**config.mk**
```make
export PLATFORM = sky130hd
export DESIGN_NAME = spc700_seq
export DESIGN_NICKNAME = d
export VERILOG_FILES = /design/src/rtl/spc700_pkg.sv /design/src/rtl/spc700_ext_cnt.sv /design/src/rtl/spc700_seq.sv
export SDC_FILE = /design/constraint.sdc
export NUM_CORES = 1
export LEC_CHECK = 0
export ABC_AREA = 1
export CORE_MARGIN = 2
export CORE_UTILIZATION = 54
export DETAILED_ROUTE_END_ITERATION = 7
export GPL_TIMING_DRIVEN = 0
export PLACE_DENSITY = 0.84
export REMOVE_ABC_BUFFERS = 1
export SETUP_SLACK_MARGIN = 0.1
export SYNTH_ARGS = -nofsm -noshare
export SYNTH_HDL_FRONTEND = slang
export SYNTH_SLANG_ARGS = --single-unit
```
**constraint.sdc**
```tcl
create_clock -name CLK -period 3.5 [get_ports CLK]
set_input_delay 0.7 -clock CLK [delete_from_list [all_inputs] [get_ports CLK]]
set_output_delay 0.7 -clock CLK [all_outputs]
set_load 0.03 [all_outputs]
```
**src/rtl/spc700_pkg.sv**
```systemverilog
// Shared types and constants for the SPC700 instruction/state sequencer.
// Contents: the stateCtrl microcode field encoding, the sequencer mode
// encoding, special opcodes, datapath widths and the extended-phase step
// mapping helper.
package spc700_pkg;

  localparam int unsigned IR_W    = 8;
  localparam int unsigned STATE_W = 4;
  localparam int unsigned STEP_W  = 3;
  localparam int unsigned CNT_W   = 4;

  // stateCtrl field of the microinstruction
  typedef enum logic [1:0] {
    SC_ADV  = 2'b00,
    SC_END  = 2'b01,
    SC_COND = 2'b10,
    SC_EXT  = 2'b11
  } SpcStateCtrl_t;

  // Sequencer operating modes
  typedef enum logic [1:0] {
    M_NORMAL = 2'b00,
    M_EXT    = 2'b01,
    M_HALT   = 2'b10
  } seq_mode_t;

  localparam logic [IR_W-1:0] OP_MUL   = 8'hCF;
  localparam logic [IR_W-1:0] OP_DIV   = 8'h9E;
  localparam logic [IR_W-1:0] OP_SLEEP = 8'hEF;
  localparam logic [IR_W-1:0] OP_STOP  = 8'hFF;

  // Low STATE bits shown during the extended phase: the last four cycles
  // count up 0..3 so microcode can key its final steps off them.
  function automatic logic [1:0] ext_lo(input logic [CNT_W-1:0] cnt);
    return (cnt <= 4'd3) ? 2'(4'd3 - cnt) : 2'd0;
  endfunction

endpackage

```
**src/rtl/spc700_ext_cnt.sv**
```systemverilog
// Extended-phase (MUL/DIV) counter for the SPC700 sequencer.
// Ports:
//   clk, rst_n      clock, async active-low reset
//   en              clock enable (registers hold when low)
//   load            start an extended phase this cycle
//   is_mul          phase length select: 1 = MUL_EXT, 0 = DIV_EXT
//   dec             decrement the counter this cycle
//   step            step to save as the resume point on load
//   saved_step      saved resume step (registered)
//   cnt_zero_c      counter is zero (last extended cycle)
//   lo_next_c       STATE[1:0] to present in the next cycle
module spc700_ext_cnt
  import spc700_pkg::*;
#(
  parameter logic [CNT_W-1:0] MUL_EXT = 4'd5,
  parameter logic [CNT_W-1:0] DIV_EXT = 4'd8
) (
  input  logic              clk,
  input  logic              rst_n,
  input  logic              en,
  input  logic              load,
  input  logic              is_mul,
  input  logic              dec,
  input  logic [STEP_W-1:0] step,
  output logic [STEP_W-1:0] saved_step,
  output logic              cnt_zero_c,
  output logic [1:0]        lo_next_c
);

  logic [CNT_W-1:0] cnt_q;
  logic [CNT_W-1:0] cnt_d;

  // Counter next value: load with length-1 so the phase lasts exactly EXT cycles
  always_comb begin
    cnt_d = cnt_q;
    if (load) begin
      cnt_d = is_mul ? CNT_W'(MUL_EXT - 4'd1) : CNT_W'(DIV_EXT - 4'd1);
    end else if (dec && (cnt_q != '0)) begin
      cnt_d = cnt_q - CNT_W'(1);
    end
  end

  assign cnt_zero_c = (cnt_q == '0);
  assign lo_next_c  = ext_lo(cnt_d);

  // Counter and resume-step registers
  always_ff @(posedge clk or negedge rst_n) begin
    if (!rst_n) begin
      cnt_q      <= '0;
      saved_step <= '0;
    end else if (en) begin
      cnt_q <= cnt_d;
      if (load) begin
        saved_step <= step;
      end
    end
  end

endmodule

```
**src/rtl/spc700_seq.sv**
```systemverilog
// SPC700 instruction/state sequencer: owns IR and STATE (the microcode ROM
// index) and chooses the next step from the ROM's stateCtrl field.
// Optional feature macro: SPC700_SLEEP_STOP_EN (SLEEP/STOP halt the sequencer).
// Ports:
//   CLK, RST_N    core clock, async active-low reset
//   EN            clock enable; all registers hold when low
//   STATE_CTRL    stateCtrl field of the current microinstruction
//   DI            data bus in; opcode on end cycles
//   COND          branch/skip condition
//   IR            current opcode
//   STATE         microcode step; bit 3 set during the extended phase
//   SYNC          registered: STATE==0 and not in the extended phase
//   EXT_BUSY      registered: extended MUL/DIV phase active
//   SEQ_ERR       registered one-cycle pulse on step overflow
//   HALTED        sequencer halted by SLEEP/STOP (0 when feature absent)
module spc700_seq
  import spc700_pkg::*;
#(
  parameter logic [IR_W-1:0]  RST_OPCODE = 8'h00,
  parameter logic [CNT_W-1:0] MUL_EXT    = 4'd5,
  parameter logic [CNT_W-1:0] DIV_EXT    = 4'd8
) (
  input  logic               CLK,
  input  logic               RST_N,
  input  logic               EN,
  input  logic [1:0]         STATE_CTRL,
  input  logic [IR_W-1:0]    DI,
  input  logic               COND,
  output logic [IR_W-1:0]    IR,
  output logic [STATE_W-1:0] STATE,
  output logic               SYNC,
  output logic               EXT_BUSY,
  output logic               SEQ_ERR,
  output logic               HALTED
);

  seq_mode_t            mode_q;
  seq_mode_t            mode_d;
  SpcStateCtrl_t        ctrl;
  logic [IR_W-1:0]      ir_d;
  logic [STATE_W-1:0]   state_d;
  logic                 err_d;
  logic                 is_muldiv_c;
  logic                 want_adv_c;
  logic                 want_ext_c;
  logic                 overflow_c;
  logic                 norm_end_c;
  logic                 halt_c;
  logic                 ext_load_c;
  logic                 ext_dec_c;
  logic [STEP_W-1:0]    saved_step;
  logic                 cnt_zero_c;
  logic [1:0]           lo_next_c;

  // Normal-mode decode of the microinstruction's stateCtrl field
  assign ctrl        = SpcStateCtrl_t'(STATE_CTRL);
  assign is_muldiv_c = (IR == OP_MUL) || (IR == OP_DIV);
  assign want_ext_c  = (ctrl == SC_EXT) && is_muldiv_c;
  assign want_adv_c  = (ctrl == SC_ADV) || ((ctrl == SC_COND) && COND) ||
                       ((ctrl == SC_EXT) && !is_muldiv_c);
  // Advancing past step 7 is forced into an END
  assign overflow_c  = want_adv_c && (STATE[STEP_W-1:0] == 3'd7);
  assign norm_end_c  = (!want_adv_c && !want_ext_c) || overflow_c;

`ifdef SPC700_SLEEP_STOP_EN
  logic is_halt_op_c;
  assign is_halt_op_c = (IR == OP_SLEEP) || (IR == OP_STOP);
  assign halt_c       = norm_end_c && is_halt_op_c;
`else
  assign halt_c       = 1'b0;
`endif

  assign ext_load_c = (mode_q == M_NORMAL) && want_ext_c;
  assign ext_dec_c  = (mode_q == M_EXT) && !cnt_zero_c;

  spc700_ext_cnt #(
    .MUL_EXT (MUL_EXT),
    .DIV_EXT (DIV_EXT)
  ) u_ext_cnt (
    .clk        (CLK),
    .rst_n      (RST_N),
    .en         (EN),
    .load       (ext_load_c),
    .is_mul     (IR == OP_MUL),
    .dec        (ext_dec_c),
    .step       (STATE[STEP_W-1:0]),
    .saved_step (saved_step),
    .cnt_zero_c (cnt_zero_c),
    .lo_next_c  (lo_next_c)
  );

  // Mode register
  always_ff @(posedge CLK or negedge RST_N) begin
    if (!RST_N) begin
      mode_q <= M_NORMAL;
    end else if (EN) begin
      mode_q <= mode_d;
    end
  end

  // Mode transitions
  always_comb begin
    mode_d = mode_q;
    case (mode_q)
      M_NORMAL: begin
        if (want_ext_c) begin
          mode_d = M_EXT;
        end else if (halt_c) begin
          mode_d = M_HALT;
        end
      end
      M_EXT: begin
        if (cnt_zero_c) begin
          mode_d = M_NORMAL;
        end
      end
      M_HALT:  mode_d = M_HALT;
      default: mode_d = M_NORMAL;
    endcase
  end

  // IR / STATE / error next values per mode
  always_comb begin
    ir_d    = IR;
    state_d = STATE;
    err_d   = 1'b0;
    case (mode_q)
      M_NORMAL: begin
        if (want_ext_c) begin
          state_d = {2'b10, lo_next_c};
        end else if (halt_c) begin
          err_d = overflow_c;
        end else if (norm_end_c) begin
          ir_d    = DI;
          state_d = '0;
          err_d   = overflow_c;
        end else begin
          state_d = {1'b0, 3'(STATE[STEP_W-1:0] + 3'd1)};
        end
      end
      M_EXT: begin
        if (!cnt_zero_c) begin
          state_d = {2'b10, lo_next_c};
        end else if (saved_step == 3'd7) begin
          // Resuming past step 7 overflows: refetch instead
          ir_d    = DI;
          state_d = '0;
          err_d   = 1'b1;
        end else begin
          state_d = {1'b0, 3'(saved_step + 3'd1)};
        end
      end
      default: ;
    endcase
  end

  // Output registers
  always_ff @(posedge CLK or negedge RST_N) begin
    if (!RST_N) begin
      IR       <= RST_OPCODE;
      STATE    <= '0;
      SYNC     <= 1'b1;
      EXT_BUSY <= 1'b0;
      SEQ_ERR  <= 1'b0;
    end else if (EN) begin
      IR       <= ir_d;
      STATE    <= state_d;
      SYNC     <= (state_d == '0) && (mode_d != M_EXT);
      EXT_BUSY <= (mode_d == M_EXT);
      SEQ_ERR  <= err_d;
    end
  end

`ifdef SPC700_SLEEP_STOP_EN
  logic halted_q;
  // Sticky halt flag, cleared only by reset
  always_ff @(posedge CLK or negedge RST_N) begin
    if (!RST_N) begin
      halted_q <= 1'b0;
    end else if (EN) begin
      halted_q <= (mode_d == M_HALT);
    end
  end
  assign HALTED = halted_q;
`else
  assign HALTED = 1'b0;
`endif

endmodule

```
==> summary.txt, run 1 <==
clock share of power = 20.4%
Inst Count DP = 242
Gate Count Post-Synth = 187
CP Capture Type = flip-flop
Post-Synth XOR/XNOR Area = 0.619%
post-synthesis mux area share = 0.796%
crit path max fanout = 16
share of the synthesized area in the top cell type = 40.7%
Max Fclk = 0.396 GHz
Tightest Pin Transition = 1.11 ns
CP required = 3.69 ns
Final Non-Filler Cells = 246
leakage = 0.887 nW
crit path max-delay cell type = clkdlybuf4s50_1
register area share after synthesis = 42.5%
GRT Total Usage = 24.7%
setup violators final = 0
Via density = 5.33
global route total overflow = 0
Psw = 387 uW
Tcrit/Tclk final = 72.1%
clock tree sinks = 24
row count = 18
via count = 1310
die area = 3050 sq um
synthesized cell area = 1420 sq um
routed len/inst = 13.4 um
slew margin rel. = 26.0%
final hold violations = 0
Setup Buffers After CTS = 0
CP Cell Sequence = clkdlybuf4s50_1 > inv_2 > nor2_1 > o2111ai_2 > nor2_1 > a21oi_1
largest net degree at the start of global routing = 25
die height = 55.2 um
area leader, netlist = dfrtp_1
combinational share of power = 41.1%
Routed Wire Length = 3.29 mm
top cells by area, synth = dfrtp_1 (41%), nand2_1 (15%), inv_1 (5.3%), ha_1 (4.4%), nor2_1 (4.0%)
Ant. Diodes = 0
Worst-Skew Late Latency = 0.33 ns
syn avg cell area = 7.57 sq um
Layout area overhead = 24.6%
FILL cells = 204
Max VDD drop = 0.420 mV
first drt pass iteration count = 4
Distinct cells, synth = 29
Reg power frac = 38.5%
Worst Hold Class = reg -> reg
pwr dens = 569 nW/um^2
clock skew = 0.0113 ns
core area = 2480 sq um
first-pass GRT wire length = 5.34 mm
root buffer cell = clkbuf_4
#FFs+latches synth = 24
Simple-Gate Fraction of Synth Area = 28.0%
post-cts resize count = 0
DRC = 0
H-Tree Depth = 1
IO Count = 30
Port Buffers = 28
setup repair after global routing missed its margin = no
synthesized-area fraction occupied by adder cells = 4.42%
critical path type = in -> reg
Starting Density = 57.1%
placer congestion estimate = 0.871
Fin Setup TNS = 0 ns
DP Wirelength = 2.39 mm
main combinational cell family by area after synthesis = simple AND/OR/NAND/NOR gates
layout cells sized above 1 = 11.1%
WP data arrival = 2.72 ns
type of origin of the critical path = input pin
internal power = 615 uW
total CTS buffers = 3
maximum buffer depth of the clock tree = 2
max incr delay on CP = 0.83 ns
number of max-cap violations = 0
outcome = finished clean
Top cell by count, worst path = nor2_1
synth warn = 0
Compound-Gate Fraction of Synth Area = 14.1%
Iteration-0 DRC Markers = 39
Die W = 55.2 um
final net count = 236
initial antenna violation count = 0
sw frac = 38.6%
CTS tree = built
Hold-fix buffers, CTS = 0
Pins Over Slew Limit = 0
vias in the first global route = 1175
Reg clk slew, reported paths = 0.14 ns
Final ANT Viol Nets = 0
crit path time final = 2.52 ns
Final Power = 1.00 mW
==> final timing paths <==
kind	start	endpoint	cells past startpoint	slack [ns]
max in group asynchronous	RST_N	SEQ_ERR$_DFFE_PN0P_	1	1.89
setup reg to reg	u_ext_cnt.cnt_q[0]$_DFFE_PN0P_	STATE[1]$_DFFE_PN0P_	12	1.56
min in group asynchronous	RST_N	u_ext_cnt.cnt_q[2]$_DFFE_PN0P_	1	0.95
hold reg to reg	SYNC$_DFFE_PN1P_	SYNC$_DFFE_PN1P_	2	0.48
setup / recovery	EN	IR[6]$_DFFE_PN0P_	6	0.98
hold / removal	SYNC$_DFFE_PN1P_	SYNC$_DFFE_PN1P_	2	0.48
==> power groups by stage <==
stage / combinational, mW / clock (mW) / sequential [mW]
after floorplan: 0.166 / 0 / 0.476
after global placement: 0.402 / 0 / 0.389
after detailed placement: 0.410 / 0 / 0.392
after CTS: 0.413 / 0.204 / 0.386
after global routing: 0.454 / 0.218 / 0.395
final: 0.412 / 0.205 / 0.386
==> registers in the layout (all words and copies together) (netlist names) <==
signal,flops
EXT_BUSY,1
IR,8
SEQ_ERR,1
STATE,4
SYNC,1
mode_q,2
u_ext_cnt.cnt_q,4
u_ext_cnt.saved_step,3
==> cells by family (layout without fill, tap and decap cells) <==
kind of cell / after synthesis / count (layout)
buf+inv: 32 / 61
flops: 24 / 24
compound gates: 34 / 34
other cells: 1 / 1
fa+ha+maj: 5 / 5
mux: 1 / 1
xor+xnor: 1 / 1
simple gates: 89 / 89
==> Yosys cell counts <==
| cell | n |
|---|---|
| nand2_1 | 57 |
| nor2_1 | 15 |
| dfrtp_1 | 23 |
| mux2_1 | 1 |
| nand3_2 | 4 |
| inv_2 | 9 |
| o2111ai_2 | 1 |
| nand4_1 | 4 |
| o21ai_1 | 9 |
| nand2_4 | 1 |
| ha_1 | 5 |
| clkbuf_1 | 1 |
| o21bai_1 | 2 |
| buf_6 | 1 |
| a31oi_1 | 1 |
| o21ai_0 | 10 |
| buf_4 | 1 |
| o21ai_2 | 1 |
| dfstp_2 | 1 |
| nand3_1 | 5 |
| o31ai_1 | 2 |
| xor2_1 | 1 |
| nor2_4 | 1 |
| nor2_2 | 1 |
| inv_1 | 20 |
| conb_1 | 1 |
| a21oi_1 | 7 |
| nand3b_1 | 1 |
| a21oi_2 | 1 |
==> metrics by stage <==
step	cell area [sq um]	worst slack, ns	util, %	hold slack [ns]
CTS	1760	1.01	71.2	0.484
floorplan	1390	1.75	-	0.404
global route	1760	0.744	71.2	0.514
finish	1760	0.976	71.2	0.482
detailed placement	1710	0.654	69.0	0.463
global placement	1710	0.716	69.0	0.459
==> worst max-delay path, delay by kind of cell <==
family                 cells  cell delay (ns)
buffers and inverters      2             0.98
AO/OA/AOI/OAI              2             0.51
AND/OR/NAND/NOR            2             0.51
==> per-layer routing <==
metal,GRT usage [%],vias up,share of wire (%)
met5,0,-,0
met4,8.13,0,2.8
met3,2.69,11,4.4
met2,42.1,42,48
met1,32.8,602,44
li1,-,655,-
==> final cells by class <==
type,instances,area (sq um),area share (%)
well taps,30,37.5,2.13
multi-input cells,131,682,38.7
flip-flops and latches,24,602,34.1
inverters,29,109,6.17
clock buffers,3,22.5,1.28
repair buffers,28,280,15.9
clock inverters,1,30.0,1.70
==> placed cells by master, fill, tap and decap left out, drive strengths merged <==
cell type      Yosys  layout
dfrtp             23      23
nand3              9       9
nand3b             1       1
a31oi              1       1
nor2              17      17
clkdlybuf4s50      0      28
mux2               1       1
nand4              4       4
a21oi              8       8
bufinv             0       1
dfstp              1       1
o31ai              2       2
clkbuf             1       3
o21ai             20      20
xor2               1       1
inv               29      29
conb               1       1
ha                 5       5
nand2             58      58
o21bai             2       2
o2111ai            1       1
(Power assumes the default switching activity.)
==> run 2, diff against run 1 <==
--- a/config.mk
+++ b/config.mk
@@ -7,10 +7,10 @@
 export LEC_CHECK = 0
 export ABC_AREA = 1
 export CORE_MARGIN = 2
-export CORE_UTILIZATION = 54
+export CORE_UTILIZATION = 50
 export DETAILED_ROUTE_END_ITERATION = 7
 export GPL_TIMING_DRIVEN = 0
-export PLACE_DENSITY = 0.84
+export PLACE_DENSITY = 0.79
 export REMOVE_ABC_BUFFERS = 1
 export SETUP_SLACK_MARGIN = 0.1
 export SYNTH_ARGS = -nofsm -noshare
==> constraint.sdc (replaced) <==
create_clock -name CLK -period 2.6 [get_ports CLK]
set_input_delay 0.52 -clock CLK [delete_from_list [all_inputs] [get_ports CLK]]
set_output_delay 0.52 -clock CLK [all_outputs]
set_load 0.03 [all_outputs]
==> run 2 against run 1 <==
First-iteration DRC count is 110% higher. Worst setup slack worse by 0.60 ns. Critical path depth stayed put. Critical endpoint is now IR[0]$_DFFE_PN0P_.
==> summary.txt, run 2 (synthesis gave the netlist of run 1 again) <==
Reg clk slew, reported paths = 0.13 ns (about the same)
number of max-cap violations = 0 (unchanged)
vias in the first global route = 1324 (+13%)
Starting Density = 51.8% (-5.4 points)
die height = 57.2 um (+3.6%)
first drt pass iteration count = 4 (unchanged)
total CTS buffers = 3 (unchanged)
initial antenna violation count = 0 (unchanged)
most common cell after layout, fill and taps aside = nand2_1
crit path time final = 2.23 ns
slew margin rel. = 28.6% (+2.5 points)
critical path type = in -> reg
Tightest Pin Transition = 1.07 ns (-0.0378 ns)
final hold violations = 0 (unchanged)
CP Capture Type = flip-flop
Final ANT Viol Nets = 0 (unchanged)
leakage = 0.888 nW (+0.11%)
Iteration-0 DRC Markers = 82 (+110%)
DRC = 0 (unchanged)
pwr dens = 759 nW/um^2 (+34%)
final core occ = 64.9% (-6.2 points)
Max Fclk = 0.449 GHz
clock tree sinks = 24 (unchanged)
routed len/inst = 12.5 um (-6.7%)
layout cells sized above 1 = 11.1% (unchanged)
clock skew = 0.00374 ns (-0.00760 ns)
global route total overflow = 0 (unchanged)
register area = 602 sq um (unchanged)
Layout area overhead = 25.5%
dpl ws = -0.0558 ns (-0.710 ns)
type of origin of the critical path = input pin
Port Buffers = 28 (unchanged)
IO Count = 30 (unchanged)
Largest Register = IR
Tcrit/Tclk final = 85.6%
placer congestion estimate = 0.902 (+3.6%)
CTS tree = built
largest net degree at the start of global routing = 25 (unchanged)
final net count = 236 (unchanged)
crit path max fanout = 16 (unchanged)
setup repair after global routing missed its margin = no
Final Non-Filler Cells = 247 (+0.41%)
die area = 3270 sq um (+7.4%)
FILL cells = 226 (+11%)
outcome = finished clean
Via density = 5.19 (-2.5%)
maximum buffer depth of the clock tree = 2 (unchanged)
Routed Wire Length = 3.08 mm (-6.4%)
Inst Count DP = 243 (+0.41%)
Ant. Diodes = 0 (unchanged)
CP required = 2.79 ns (-0.90 ns)
row count = 19 (+1)
max reg flops = 8 (unchanged)
top flop regs = IR: 8 flops, STATE: 4 flops, u_ext_cnt.cnt_q: 4 flops
Worst Hold Class = reg -> reg
area of the multi-input gates = 693 sq um (+1.7%)
Pins Over Slew Limit = 0 (unchanged)
root buffer cell = clkbuf_4
via count = 1283 (-2.1%)
core area = 2730 sq um (+10%)
WP data arrival = 2.42 ns (-0.30 ns)
Die W = 57.2 um (+3.6%)
Final Worst Setup Slack = 0.374 ns (-0.602 ns)
first-pass GRT wire length = 5.55 mm (+4.0%)
Worst-Skew Late Latency = 0.32 ns (about the same)
DP Wirelength = 2.41 mm (+0.65%)
setup violators final = 0 (unchanged)
H-Tree Depth = 1 (unchanged)
Hold-fix buffers, CTS = 0 (unchanged)
GRT Total Usage = 21.5% (-3.3 points)
commonest non-fill, non-tap cells in the layout = nand2_1 (57), clkdlybuf4s50_1 (28), dfrtp_1 (23)
Max VDD drop = 0.617 mV (+47%)
[run 2: cell count changes in the layout (fill, tap and decap cells not counted)]
cell and change:
o2111ai_2 -1, o2111ai_4 +1
[run 2: routing by layer]
metal  routed length, um  GRT usage, %
met5                   0             0
met4                  35          5.65
met1                1350          25.3
met2                1610          39.1
met3                  82          4.99
[run 2: through the flow]
stage	hold slack (ns)	power, mW	TNS, ns	cell area [sq um]
4_1_cts	0.484	1.35	0	1760
3_3_place_gp	0.462	1.06	-0.0571	1710
2_1_floorplan	0.224	0.865	0	1390
5_1_grt	0.491	1.44	0	1780
6_report	0.481	1.35	0	1780
3_5_place_dp	0.464	1.08	-0.202	1710
[run 2: cell type report]
| type | instances | share of cell area, % |
|---|---|---|
| clock buffer | 3 | 1.27 |
| clock inverter | 1 | 1.69 |
| inverter | 29 | 6.13 |
| multi-input combinational | 131 | 39.0 |
| sequential | 24 | 33.9 |
| tap | 31 | 2.18 |
| timing repair buffer | 28 | 15.8 |
[run 2: what timing repair did]
item                                    CTS  global route
resized for setup                         0             1
endpoints found under the setup margin    0             3
setup buffers                             0             0
[run 2: critical path, cell delays in order]
cell and delay (ns):
clkdlybuf4s50_1 0.81, inv_2 0.15, nor2_1 0.36, o2111ai_4 0.33
nor2_1 0.17, a21oi_1 0.07
[run 2: worst paths after layout]
kind	cells past startpoint	slack (ns)	endpoint	from
worst max-delay path	6	0.37	IR[0]$_DFFE_PN0P_	EN
min in group asynchronous	1	0.76	u_ext_cnt.saved_step[1]$_DFFE_PN0P_	RST_N
worst min-delay path	2	0.48	SYNC$_DFFE_PN1P_	SYNC$_DFFE_PN1P_
worst max register to register	14	0.65	STATE[0]$_DFFE_PN0P_	u_ext_cnt.cnt_q[0]$_DFFE_PN0P_
worst min register to register	2	0.48	SYNC$_DFFE_PN1P_	SYNC$_DFFE_PN1P_
max in group asynchronous	1	1.20	IR[6]$_DFFE_PN0P_	RST_N
[run 2: power breakdown]
| part | internal, mW | switching, mW | total [mW] | leakage (nW) |
|---|---|---|---|---|
| Clock | 0.156 | 0.114 | 0.270 | 0.0279 |
| Sequential | 0.452 | 0.0693 | 0.522 | 0.301 |
| Combinational | 0.221 | 0.336 | 0.557 | 0.559 |
==> run 3, diff against run 2 <==
--- a/config.mk
+++ b/config.mk
@@ -6,10 +6,11 @@
 export NUM_CORES = 1
 export LEC_CHECK = 0
 export ABC_AREA = 1
-export CORE_MARGIN = 2
+export CORE_MARGIN = 5
 export CORE_UTILIZATION = 50
 export DETAILED_ROUTE_END_ITERATION = 7
 export GPL_TIMING_DRIVEN = 0
+export MAX_ROUTING_LAYER = met4
 export PLACE_DENSITY = 0.79
 export REMOVE_ABC_BUFFERS = 1
 export SETUP_SLACK_MARGIN = 0.1
==> run 3 against run 2 <==
Critical path depth is the same. Cell count is the same. Utilization shrank 0.60 points.
==> summary.txt, run 3 (synthesis gave the netlist of run 1 again) <==
WHS Endpoint = SYNC$_DFFE_PN1P_
pwr dens = 730 nW/um^2 (-3.9%)
worst reg2reg setup slack = 0.64 ns (about the same)
most common cell after layout, fill and taps aside = nand2_1
Worst Hold Class = reg -> reg
Starting Density = 51.8% (unchanged)
commonest non-fill, non-tap cells in the layout = nand2_1 (57), clkdlybuf4s50_1 (28), dfrtp_1 (23)
type of origin of the critical path = input pin
WP data arrival = 2.40 ns (-0.02 ns)
leakage = 0.881 nW (-0.78%)
row count = 19 (unchanged)
setup violators final = 0 (unchanged)
Worst-Skew Late Latency = 0.32 ns (about the same)
crit path max fanout = 16 (unchanged)
Tcrit/Tclk final = 84.5% (-1.1 points)
DRC = 0 (unchanged)
root buffer cell = clkbuf_4
setup repair after global routing missed its margin = no
initial antenna violation count = 0 (unchanged)
FILL cells = 223 (-1.3%)
core area = 2730 sq um (unchanged)
Hold Path Depth = 2 (unchanged)
Hold Startpoint = SYNC$_DFFE_PN1P_
critical path type = in -> reg
Die W = 63.2 um (+10%)
maximum buffer depth of the clock tree = 2 (unchanged)
layout cells sized above 1 = 11.1% (unchanged)
Critical Path Start = EN
CP required = 2.80 ns (about the same)
max reg flops = 8 (unchanged)
crit path time final = 2.20 ns (-0.0295 ns)
placer congestion estimate = 0.879 (-2.6%)
Layout area overhead = 24.3%
Final Non-Filler Cells = 247 (unchanged)
Reg clk slew, reported paths = 0.14 ns (about the same)
Hold-fix buffers, CTS = 0 (unchanged)
GRT Total Usage = 16.9% (-4.5 points)
Ant. Diodes = 0 (unchanged)
final hold violations = 0 (unchanged)
CTS tree = built
clock tree sinks = 24 (unchanged)
total CTS buffers = 3 (unchanged)
Largest Register = IR
Max VDD drop = 0.494 mV (-20%)
Setup Buffers After CTS = 0 (unchanged)
Final Power = 1.28 mW (-4.8%)
clock skew = 0.00650 ns (+0.00276 ns)
slew margin rel. = 28.4% (-0.16 points)
Final ANT Viol Nets = 0 (unchanged)
Inst Count DP = 243 (unchanged)
outcome = finished clean
IO Count = 30 (unchanged)
Iteration-0 DRC Markers = 44 (-46%)
first-pass GRT wire length = 5.42 mm (-2.4%)
final net count = 236 (unchanged)
routed len/inst = 12.8 um (+2.4%)
Via density = 5.17 (-0.47%)
die area = 3990 sq um (+22%)
Tightest Pin Transition = 1.07 ns (+0.00245 ns)
CP Capture Type = flip-flop
number of max-cap violations = 0 (unchanged)
largest net degree at the start of global routing = 25 (unchanged)
Port Buffers = 28 (unchanged)
r2r startpoint = u_ext_cnt.cnt_q[0]$_DFFE_PN0P_
vias in the first global route = 1284 (-3.0%)
cell count of the worst reg-to-reg path = 12 (-2)
post-cts resize count = 0 (unchanged)
H-Tree Depth = 1 (unchanged)
die height = 63.2 um (+10%)
DP Wirelength = 2.38 mm (-1.2%)
Routed Wire Length = 3.15 mm (+2.4%)
Pins Over Slew Limit = 0 (unchanged)
first drt pass iteration count = 4 (unchanged)
global route total overflow = 0 (unchanged)
top flop regs = IR: 8 flops, STATE: 4 flops, u_ext_cnt.cnt_q: 4 flops
via count = 1277 (-0.47%)
RR Endpoint = STATE[1]$_DFFE_PN0P_
Max Fclk = 0.455 GHz (+1.3%)
==> run 3: cell types whose count changed in the layout (fill, tap and decap cells not counted), sizes merged <==
cell / change
clkbuf: +1
bufinv: -1
==> run 3: metrics by stage <==
| step | TNS, ns | util, % | setup WS, ns | instance area, sq um | hold WS (ns) |
|---|---|---|---|---|---|
| 3_5_place_dp | -0.156 | 62.6 | -0.0470 | 1710 | 0.464 |
| 4_1_cts | 0 | 63.9 | 0.308 | 1750 | 0.485 |
| 2_1_floorplan | 0 | - | 0.933 | 1390 | 0.224 |
| 6_report | 0 | 64.3 | 0.403 | 1760 | 0.480 |
| 5_1_grt | 0 | 64.3 | 0.179 | 1760 | 0.511 |
| 3_3_place_gp | 0 | 62.6 | 0.0375 | 1710 | 0.462 |
==> run 3: final cells by class <==
type / count / area [sq um] / area share, %
Multi-Input combinational cell: 131 / 693 / 39.4
Tap cell: 31 / 38.8 / 2.20
Sequential cell: 24 / 602 / 34.2
Inverter: 29 / 109 / 6.19
Timing Repair Buffer: 28 / 280 / 15.9
Clock buffer: 4 / 36.3 / 2.06
==> run 3: worst max-delay path: stages <==
cell             delay, ns
clkdlybuf4s50_1       0.82
inv_2                 0.14
nor2_1                0.35
o2111ai_4             0.33
nor2_1                0.16
a21oi_1               0.06
==> run 3: layer usage <==
| metal | wire length [um] | track usage [%] |
|---|---|---|
| met2 | 1500 | 27.6 |
| met5 | 0 | - |
| met3 | 161 | 3.73 |
| met1 | 1440 | 20.8 |
| met4 | 54 | 5.71 |
==> run 3: power by group <==
part           total [mW]  internal, mW  switching (mW)
logic               0.557         0.223           0.334
registers           0.520         0.453          0.0679
clock network       0.207        0.0857           0.121
==> run 3: how the worst max path moves through the flow <==
stage	to	slack, ns	depth (start not counted)
6_report	IR[0]$_DFFE_PN0P_	0.40	6
5_1_grt	IR[0]$_DFFE_PN0P_	0.18	6
4_1_cts	IR[0]$_DFFE_PN0P_	0.31	6
3_5_place_dp	IR[0]$_DFFE_PN0P_	-0.05	6
3_3_place_gp	IR[5]$_DFFE_PN0P_	0.04	6
2_1_floorplan	IR[0]$_DFFE_PN0P_	0.93	11
